==> config.mk <==
export PLATFORM = sky130hd
export DESIGN_NAME = instr_prefetch_buffer
export DESIGN_NICKNAME = d
export VERILOG_FILES = /design/src/rtl/instr_prefetch_buffer.sv
export SDC_FILE = /design/constraint.sdc
export NUM_CORES = 1
export LEC_CHECK = 0
export CAP_MARGIN = 20
export CORE_MARGIN = 1.5
export CORE_UTILIZATION = 45
export CTS_CLUSTER_DIAMETER = 40
export DETAILED_ROUTE_END_ITERATION = 8
export DONT_BUFFER_PORTS = 1
export REMOVE_ABC_BUFFERS = 1
export SETUP_SLACK_MARGIN = 0.1
export SYNTH_ARGS = -nofsm -noshare
export SYNTH_HDL_FRONTEND = slang
export SYNTH_SLANG_ARGS = --single-unit
==> constraint.sdc <==
create_clock -name clk -period 4.2 [get_ports clk]
set_input_delay 0 -clock clk [delete_from_list [all_inputs] [get_ports clk]]
set_output_delay 0 -clock clk [all_outputs]
set_load 0.05 [all_outputs]
==> src/rtl/instr_prefetch_buffer.sv <==
// Instruction fetch front end: owns the fetch PC, reads a combinational ROM and
// queues {pc, instr} pairs for decode; execute-stage redirects flush and restart fetch.
module instr_prefetch_buffer #(
   parameter int unsigned DEPTH    = 4,
   parameter logic [31:0] RESET_PC = 32'h0000_0000
) (
   input  logic                         clk,
   input  logic                         rst_n,
   output logic [31:0]                  rom_addr,
   input  logic [31:0]                  rom_data,
   input  logic                         redirect_valid,
   input  logic [31:0]                  redirect_pc,
   output logic                         inst_valid,
   input  logic                         inst_ready,
   output logic [31:0]                  inst_data,
   output logic [31:0]                  inst_pc,
   output logic [$clog2(DEPTH+1)-1:0]   count
);

   localparam int unsigned PW = $clog2(DEPTH);
   localparam int unsigned CW = $clog2(DEPTH + 1);
   localparam logic [CW-1:0] FULL_CNT = CW'(DEPTH);

   logic [31:0]   fetch_pc_q, fetch_pc_d;
   logic [PW-1:0] rd_ptr_q, rd_ptr_d;
   logic [PW-1:0] wr_ptr_q, wr_ptr_d;
   logic [CW-1:0] count_q, count_d;
   logic [31:0]   entry_pc_q    [DEPTH];
   logic [31:0]   entry_instr_q [DEPTH];

   logic empty_s, full_s, pop_s, push_s;
   logic unused_redirect_lsb_s;

   assign unused_redirect_lsb_s = ^redirect_pc[1:0];

   // Handshake qualifiers; a redirect suppresses both queue operations.
   always_comb begin
      empty_s = (count_q == '0);
      full_s  = (count_q == FULL_CNT);
      pop_s   = ~empty_s & inst_ready & ~redirect_valid;
      push_s  = ~redirect_valid & (~full_s | pop_s);
   end

   // Next-state for fetch PC, pointers and occupancy.
   always_comb begin
      fetch_pc_d = fetch_pc_q;
      rd_ptr_d   = rd_ptr_q;
      wr_ptr_d   = wr_ptr_q;
      count_d    = count_q;
      if (redirect_valid) begin
         fetch_pc_d = {redirect_pc[31:2], 2'b00};
         rd_ptr_d   = '0;
         wr_ptr_d   = '0;
         count_d    = '0;
      end else begin
         if (push_s) begin
            wr_ptr_d   = wr_ptr_q + PW'(1);
            fetch_pc_d = fetch_pc_q + 32'd4;
         end else begin
            wr_ptr_d   = wr_ptr_q;
            fetch_pc_d = fetch_pc_q;
         end
         if (pop_s) begin
            rd_ptr_d = rd_ptr_q + PW'(1);
         end else begin
            rd_ptr_d = rd_ptr_q;
         end
         case ({push_s, pop_s})
            2'b10:   count_d = count_q + CW'(1);
            2'b01:   count_d = count_q - CW'(1);
            default: count_d = count_q;
         endcase
      end
   end

   // Control state register.
   always_ff @(posedge clk or negedge rst_n) begin
      if (!rst_n) begin
         fetch_pc_q <= RESET_PC;
         rd_ptr_q   <= '0;
         wr_ptr_q   <= '0;
         count_q    <= '0;
      end else begin
         fetch_pc_q <= fetch_pc_d;
         rd_ptr_q   <= rd_ptr_d;
         wr_ptr_q   <= wr_ptr_d;
         count_q    <= count_d;
      end
   end

   // Queue storage, cleared on reset so an empty queue presents zeros.
   always_ff @(posedge clk or negedge rst_n) begin
      if (!rst_n) begin
         for (int i = 0; i < DEPTH; i++) begin
            entry_pc_q[i]    <= 32'd0;
            entry_instr_q[i] <= 32'd0;
         end
      end else if (push_s) begin
         entry_pc_q[wr_ptr_q]    <= fetch_pc_q;
         entry_instr_q[wr_ptr_q] <= rom_data;
      end
   end

   assign rom_addr   = fetch_pc_q;
   assign inst_valid = ~empty_s & ~redirect_valid;
   assign inst_data  = entry_instr_q[rd_ptr_q];
   assign inst_pc    = entry_pc_q[rd_ptr_q];
   assign count      = count_q;

endmodule

==> summary by stage, run 1 <==
Outcome
The run finished, with violations left. The final reports fail on negative hold slack.

STA
The final clock skew is 0.0129 ns. Across all hold checks on the routed design, the worst slack comes to -0.806 ns. The count of endpoints failing hold in the final timing report was between 200 and 300.

The shortest period the worst path allows is between 3 and 4 ns. For this run, the top clock speed supported by timing is approximately 330 MHz. The number of failing setup endpoints in the final timing report is 0. In the post-route analysis, the smallest setup slack over all paths is between 1 and 1.5 ns. The count of final max-slew check failures came to 0. For the final routed database, the setup TNS stands at 0 ns.

The final period utilization is just over 70%. Setup repair after global routing left no endpoint under its margin. The worst relative slew slack is between 20% and 30%. The slew at the pin closest to its max-slew limit is about 1.1 ns.

Setup path
Walking the worst path, the cells encountered are nor3b_1, buf_4, a21oi_1, and2_4, buf_4, mux2_2. Counting stages on the worst path, the most repeated cell is buf_4. The worst endpoint data arrival time is around 3.4 ns.

The worst setup path is launched from a flip-flop. The dominant delay contributor by cell family on the critical path is flip-flops. STA classifies the critical path endpoint as a flip-flop.

By startpoint and endpoint, the worst setup path is classified as flip-flop to flip-flop. The worst-path cell with the longest stage delay is dfrtp_1. On the worst path, the slowest cell contributes a delay of roughly 0.8 ns. Along the worst path, the maximum fanout reaches 36. Data on the critical path is required at its endpoint by between 4 and 5 ns. The combined buffer and inverter count along the critical path is 2.

Yosys
The cell type contributing the most total cell area after synthesis is dfrtp_1. The number of enable-type register cells in the synthesized netlist is 0. After technology mapping, the gate count stands at a little under 900. After synthesis, the mean cell area works out to roughly 15 sq um. In the synthesized netlist the async set-or-reset flop fraction comes to 100%. In this run, distinct cell masters in the synthesized netlist total 49. The synthesized cell area is between 10000 and 15000 sq um.

The yosys synthesis warning count is 0. Counting flops and latches in the post-synthesis netlist gives 285. By area the synthesized netlist is led by dfrtp_1 (55%), mux2_2 (22%), mux4_2 (11%).

The main flop type after synthesis is dfrtp_1. The top cell type by area accounts for around 55% of the synthesized area. Summing the sequential cell areas from Yosys gives 55.0% of the chip area.

Drt
Once detail routing completed, the nets flagged for antenna violations numbered 0. After the first detailed-routing iteration, the DRC count stood at 405. The post-detailed-routing wire length is between 30000 and 40000 microns. In the routed design, unresolved DRC markers number 0.

The number of iterations in the first detailed-routing pass is 4. In the routed layout, each cell is associated on average with a via count of approximately 5.8. The number of vias in the routed layout is around 7700. Dividing the detail-routed wire length by the instance count gives around 23 microns.

CTS
The clock reaches the later pin of the worst-skew pair after 0.51 ns. After clock tree synthesis, the clock-pin slew on the worst setup and hold paths is 0.05 ns. The largest buffer count on any clock path is 3. For this design, the sink count on the clock tree is between 200 and 300.

CTS placed an instance of clkbuf_16 at the clock tree root. TritonCTS built the clock tree. The H-tree depth is 2. After clock tree synthesis, the setup repair step added 0 buffers.

In this run, post-CTS repair resized a total of 0 instances. The number of clock buffers added by TritonCTS is 40. The number of hold buffers added after cts is 65.

Die
In this run the vertical extent of the chip is ~170 microns. The die width is between 150 and 200 microns. In this run the standard cell core region covers 28100 sq um.

The starting density of the core is 46.2%. After floorplanning, the core was divided into 61 placement rows. The floorplan die area is between 20000 and 30000 sq um. The number of top-level design ports is roughly 170.

Min path
The tightest min-delay check is of the input port to async pin type.

Final layout
0 antenna diodes ended up in the layout. Of the cells placed in the final design, the portion with a size suffix greater than 1 is about two fifths. In the layout the commonest cells are dfrtp_1 (283), mux2_2 (248), dlygate4sd3_1 (65). From synthesis to final layout, the design area changed by 17.0%.

At the end of the flow the core is filled with cells to 54.0%. The post-layout instance area is 15200 sq um. The net total in the final layout is 999. Leaving out fill and tap cells, the most frequent cell in the layout is dfrtp_1.

Placement
The detailed-placement wirelength estimate is approximately 18000 microns. In this run the tool buffered the top-level ports with 0 buffer cells. The post-place setup slack is 1.14 ns. The post-place instance area is approximately 13000 sq um. The congestion estimate from routability-driven global placement came to about 0.78.

GRT
The largest net degree at the start of global routing is around 290. The first-pass GRT wire length is just under 50000 microns. The overflow left after global routing is 0. Across every metal layer, demand over resource in global routing totals between 20% and 30%.

The number of global-route vias before repair is slightly below 9000. The initial antenna violation count is 0.

Power and ir drop
The maximum vdd ir drop is between 0.0004 and 0.0005 V. For this design the static power due to leakage is around 0.0060 uW. The power density over the cells is between 800 and 900 nW/um^2.

Job
Across the run, the number of max-cap violations was 0.
## cells in the mapped netlist, types with 2 or more instances
| cell | n |
|---|---|
| a211oi_1 | 5 |
| a21oi_1 | 6 |
| and2_1 | 5 |
| buf_1 | 5 |
| nand4_1 | 12 |
| nor2_1 | 30 |
| inv_1 | 7 |
| or4_1 | 16 |
| nand3_1 | 7 |
| mux4_2 | 62 |
| a31oi_1 | 18 |
| dfrtp_1 | 285 |
| and4_1 | 4 |
| a2111oi_0 | 2 |
| xnor2_1 | 12 |
| clkbuf_1 | 31 |
| o21ai_0 | 15 |
| o31ai_1 | 16 |
| buf_6 | 2 |
| ha_1 | 5 |
| buf_4 | 8 |
| a21boi_0 | 2 |
| buf_2 | 22 |
| nand2_1 | 28 |
| mux2_2 | 248 |
| clkbuf_2 | 2 |
## path summary, 6_finish.rpt
check                          startpoint  slack (ns)  cells after the start          endpoint
max                              count[0]        1.16                      6  entry_instr_q[6]
min                                 rst_n       -0.81                      0  entry_instr_q[3]
max reg2reg                      count[0]        1.16                      6  entry_instr_q[6]
min reg2reg                entry_pc_q[14]        0.50                      1    entry_pc_q[14]
max in group asynchronous           rst_n        4.61                      0      rom_addr[14]
min in group clk           redirect_valid        0.05                      4       wr_ptr_q[1]
## worst reg2reg max path, delay by kind of cell (launching register included)
kind,cells,cell delay (ns)
AOI/OAI and AO/OA,1,0.32
buffers and inverters,2,0.63
DFF,1,0.79
muxes,1,0.39
and+or+nand+nor,2,0.80
## routing by layer
layer / global-route usage [%] / wire length, microns
met1: 25.7 / 12400
met2: 35.5 / 15300
met3: 4.97 / 1790
met4: 5.87 / 701
met5: 0 / 0
## cell type report
type	instances	area [sq um]
tap	378	473
multi-input combinational	517	5470
inverter	8	30.0
sequential	285	7140
clock inverter	18	194
fill	2270	12900
clock buffer	55	1130
timing repair buffer	73	731
## where the power goes
group          internal [uW]  switching, uW  total (uW)  leakage [uW]
Sequential              4000           1020        5020       0.00338
Clock                   2070           1210        3290      0.000640
Combinational           2020           2910        4930       0.00199
## through the flow
stage               hold slack, ns  total power [uW]  std cells
floorplan                   -0.296              9120        810
global placement            -0.288              9680       1195
detailed placement          -0.288              9980       1195
CTS                         -0.832             13400       1333
global route                -0.833             13900       1334
finish                      -0.806             13200       1334
## sequential cells by signal (all words and copies together), names as in the netlist
signal	flops
rd_ptr_q	2
entry_instr_q	128
rom_addr	30
wr_ptr_q	2
count	3
entry_pc_q	120
## cell families after synthesis
group	count (synthesis)	synth area share (%)
buffers and inverters	80	2.97
adders and majority gates	6	0.637
and+or+nand+nor	114	4.66
other	1	0.0289
DFF	285	55.0
AOI/OAI and AO/OA	68	3.44
muxes	311	32.4
xor gates and xnor gates	13	0.878
No activity file was read; power rests on OpenSTA's default activity.
==> run 2: changes to the inputs <==
--- a/config.mk
+++ b/config.mk
@@ -5,6 +5,7 @@
 export SDC_FILE = /design/constraint.sdc
 export NUM_CORES = 1
 export LEC_CHECK = 0
+export ABC_AREA = 1
 export CAP_MARGIN = 20
 export CORE_MARGIN = 1.5
 export CORE_UTILIZATION = 45
==> constraint.sdc (replaced) <==
create_clock -name clk -period 2.7 [get_ports clk]
set_input_delay 0 -clock clk [delete_from_list [all_inputs] [get_ports clk]]
set_output_delay 0 -clock clk [all_outputs]
set_load 0.05 [all_outputs]
==> run 2 against run 1 <==
The flow still finishes with violations (negative hold slack). Highest routed layer unchanged. Total power grew 64%. Clock power is 78% higher. Largest cell class unchanged. Via count increased by 48%. Global-route usage increased by 3.1 points. Cell area up 8.3%.
==> summary by stage, run 2 <==
Final layout
The most common library cell in the layout ignoring fill and taps is nand2_1 (was dfrtp_1). The post-synthesis to final-layout area growth is 24.2% (was 17.0%). The top register by number of flip-flops is entry_instr_q (unchanged).

The count of inserted antenna diode cells is 0 (unchanged). The number of flip-flops under the largest register name is 128 (unchanged). Commonest cells after routing, fill and taps aside: nand2_1 (390), o21ai_0 (295), dfrtp_1 (283) (was dfrtp_1 (283), mux2_2 (248), dlygate4sd3_1 (65)). The share of cells above drive strength 1 is 11.6% (was 41.4%). The net total in the final layout is 1816 (was 999).

STA
The count of endpoints failing hold in the final timing report came to 285 (unchanged). The number of failing setup endpoints in the final timing report is 0 (unchanged). The final clock skew is 0.0136 ns (was 0.0129 ns).

The slew at the pin closest to its max-slew limit came to 0.803 ns (was 1.10 ns). The slack of the critical path is 0.297 ns (was 1.16 ns). The fmax was 416 MHz (was 329 MHz).

The final period utilization came to 89.0% (was 72.3%). Setup repair after global routing missed its margin: no (unchanged). The shortest period the worst path allows is 2.40 ns (was 3.04 ns).

The count of final max-slew check failures was 0 (unchanged). The worst slack on hold paths came to -0.833 ns (was -0.806 ns). The worst relative slew slack is 46.5% (was 26.4%).

CTS
The number of clock sinks is 285 (unchanged). The TritonCTS clock tree is built (unchanged). The largest buffer count on any clock path is 3 (unchanged). The clock-pin slew on the worst setup and hold paths is 0.05 ns (about the same). The number of buffers created by CTS was 45 (was 40). The post-CTS setup buffer count is 0 (unchanged).

The H-tree depth came to 2 (unchanged). The root buffer cell is clkbuf_16 (unchanged). The later-pin clock latency in the skew report is 0.53 ns (was 0.51 ns).

Power and ir drop
The maximum vdd ir drop is 0.000879 V (was 0.000450 V). The static power due to leakage is 0.00782 uW (was 0.00601 uW). The overall power is 21700 uW (was 13200 uW).

The power density over the cells is 1320 nW/um^2 (was 873 nW/um^2).

Die
The die width is 174 microns (was 173 microns). The row count is 62 (was 61). The height of the die is 174 microns (was 173 microns). The starting density of the core came to 45.9% (was 46.2%).

The floorplan die area was 30400 sq um (was 29800 sq um). The number of top-level design ports is 168 (unchanged). The area of the placeable core is 28900 sq um (was 28100 sq um).

Drt
The post-detailed-route DRC marker count is 0 (unchanged). The per-cell via count in the routed design is 5.28 (was 5.79). The number of iterations in the first detailed-routing pass is 5 (was 4). The number of vias in the routed layout is 11400 (was 7728).

The post-detailed-routing wire length is 35500 microns (was 30200 microns). The average detailed-routed wire length per instance is 16.4 microns (was 22.6 microns). The remaining number of nets flagged by the antenna check after routing came to 0 (unchanged). The number of DRC markers after the initial detailed-route iteration is 901 (was 405).

GRT
The first-pass GRT wire length is 58000 microns (was 48600 microns). The largest net degree at the start of global routing is 286 (unchanged). The number of global-route vias before repair is 11000 (was 8643). The overflow left after global routing is 0 (unchanged). The initial antenna violation count is 0 (unchanged). The total routing resource utilization after global routing is 23.6% (was 20.6%).

Yosys
The yosys synthesis warning count is 0 (unchanged). Synth top cells by count: nand2_1 (390), o21ai_0 (295), dfrtp_1 (285) (was dfrtp_1 (285), mux2_2 (248), mux4_2 (62)). The synthesized cell area was 13200 sq um (was 13000 sq um). The cell type contributing the most total cell area after synthesis was dfrtp_1 (unchanged).

The most frequently used cell type in the post-synthesis netlist was nand2_1 (was dfrtp_1). The synthesized area per cell is 8.21 sq um (was 14.8 sq um). The instance count of the mapped netlist is 1612 (was 878).

Most area-consuming cells after synthesis: dfrtp_1 (54%), o21ai_0 (11%), nand2_1 (11%) (was dfrtp_1 (55%), mux2_2 (22%), mux4_2 (11%)). The sequential area share after synthesis is 53.9% (was 55.0%). The post-synthesis async set-or-reset flop share is 100% (unchanged).

The main flop type after synthesis was dfrtp_1 (unchanged). The number of flip-flops and latches in the synthesized netlist is 285 (unchanged). The number of library cell types mapped by synthesis was 34 (was 49). The share of Yosys cell area claimed by the top area cell type is 53.9% (was 55.0%). The number of enable-type register cells in the synthesized netlist is 0 (unchanged).

Setup path
Cells along the critical path: nor2_1, nand3_1, inv_1, buf_4, a22oi_1, o21ai_0, dlygate4sd3_1 (was nor3b_1, buf_4, a21oi_1, and2_4, buf_4, mux2_2). The worst endpoint data arrival time is 2.87 ns (was 3.43 ns). The startpoint of the worst-slack reg-to-reg timing path is count[0] (unchanged).

The required arrival time at the worst endpoint is 3.17 ns (was 4.60 ns). The highest net fanout along the worst path is 12 (was 36). The worst-path cell with the longest stage delay is dlygate4sd3_1 (was dfrtp_1). The number of cell instances on the worst register-to-register path is 7 (was 6).

The endpoint of the worst-slack reg-to-reg timing path is rom_addr[14] (was entry_instr_q[6]). The kind of end point of the critical path is a flip-flop (unchanged). The combined buffer and inverter count along the critical path is 3 (was 2). The class of the most critical setup path is flip-flop to flip-flop (unchanged). The minimum setup slack among reg-to-reg paths was 0.30 ns (was 1.16 ns). The dominant delay contributor by cell family on the critical path is buffers and inverters (was flip-flops). The nature of the critical path startpoint is a flip-flop (unchanged). The largest stage delay on the critical path came to 0.58 ns (was 0.79 ns).

Placement
The routability congestion estimate is 0.908 (was 0.777). The post-place setup slack is 0.675 ns (was 1.14 ns). The number of buffer cells added on primary ports is 0 (unchanged).

The detailed-placement wirelength estimate is 21300 microns (was 18000 microns).

Outcome
Violations in the final reports: negative hold slack (unchanged). Outcome: finished with violations (unchanged).

Min path
The kind of path behind the tightest hold check is input port to async pin (unchanged).

Job
The total of max-cap violations is 0 (unchanged).
==> run 2: changes by cell type after synthesis, moves of 62 or more <==
cell	previous run	this run
nor2_1	30	183
nand2_1	28	390
o21ai_0	15	295
o21ai_1	0	114
mux2_2	248	0
inv_1	7	85
mux4_2	62	0
o22ai_1	0	63
==> run 2: layout make-up <==
cell class | count | area (sq um)
inverters | 88 | 333
multi-input cells | 1135 | 5190
flip-flops and latches | 285 | 7140
clock inverters | 18 | 200
fillers | 2641 | 12400
repair buffers | 187 | 1720
clock buffers | 65 | 1370
well taps | 384 | 480
==> run 2: logic make-up after synthesis <==
kind of cell / count (synthesis) / share of synthesized area (%)
AND/OR/NAND/NOR: 629 / 18.6
AO/OA/AOI/OAI: 493 / 19.6
flip-flops: 285 / 53.9
buffers and inverters: 196 / 7.12
adder cells (fa/ha/maj): 6 / 0.624
XOR/XNOR: 2 / 0.132
other: 1 / 0.0283
==> run 2: worst max path at each step <==
stage                      startpoint        endpoint  slack, ns  cells after the start
final                        count[0]    rom_addr[14]       0.30                      7
after global routing      rom_addr[2]    rom_addr[13]       0.13                      9
after CTS                    count[0]        count[2]       0.21                      6
after detailed placement     count[0]  entry_pc_q[86]       0.67                      8
after global placement       count[0]  entry_pc_q[88]       0.72                      8
after floorplan           rd_ptr_q[0]    inst_data[0]      -1.88                      3
==> run 2: timing repair <==
action / 4_1_cts / 5_1_grt
endpoints found under the setup margin: 0 / 2
hold endpoints to repair: 449 / 287
resized for setup: 0 / 2
hold buffers: 74 / 1
==> run 2: layer usage <==
metal  global-route usage, %  vias to the layer above  part of all wire, %
met2                    37.7                      344                   46
met1                    33.4                     5409                   46
met4                    4.96                        0                  1.4
met3                    4.72                       40                  6.2
li1                        -                     5613                    -
met5                       0                        -                    0
==> run 2: where the power goes <==
part           internal, uW  total, uW  switching, uW
Sequential             6130       7140           1010
Clock                  3830       5850           2030
Combinational          2700       8720           6020
==> run 2: metrics by stage <==
stage	hold slack, ns	util (%)	instance area (sq um)	cells	setup TNS [ns]
floorplan	-0.296	-	12600	1508	-116.64
global route	-0.855	56.9	16400	2162	0
detailed placement	-0.288	48.9	14100	2004	0
global placement	-0.289	48.9	14100	2004	0
CTS	-0.849	56.9	16400	2161	0
finish	-0.833	56.9	16400	2162	0
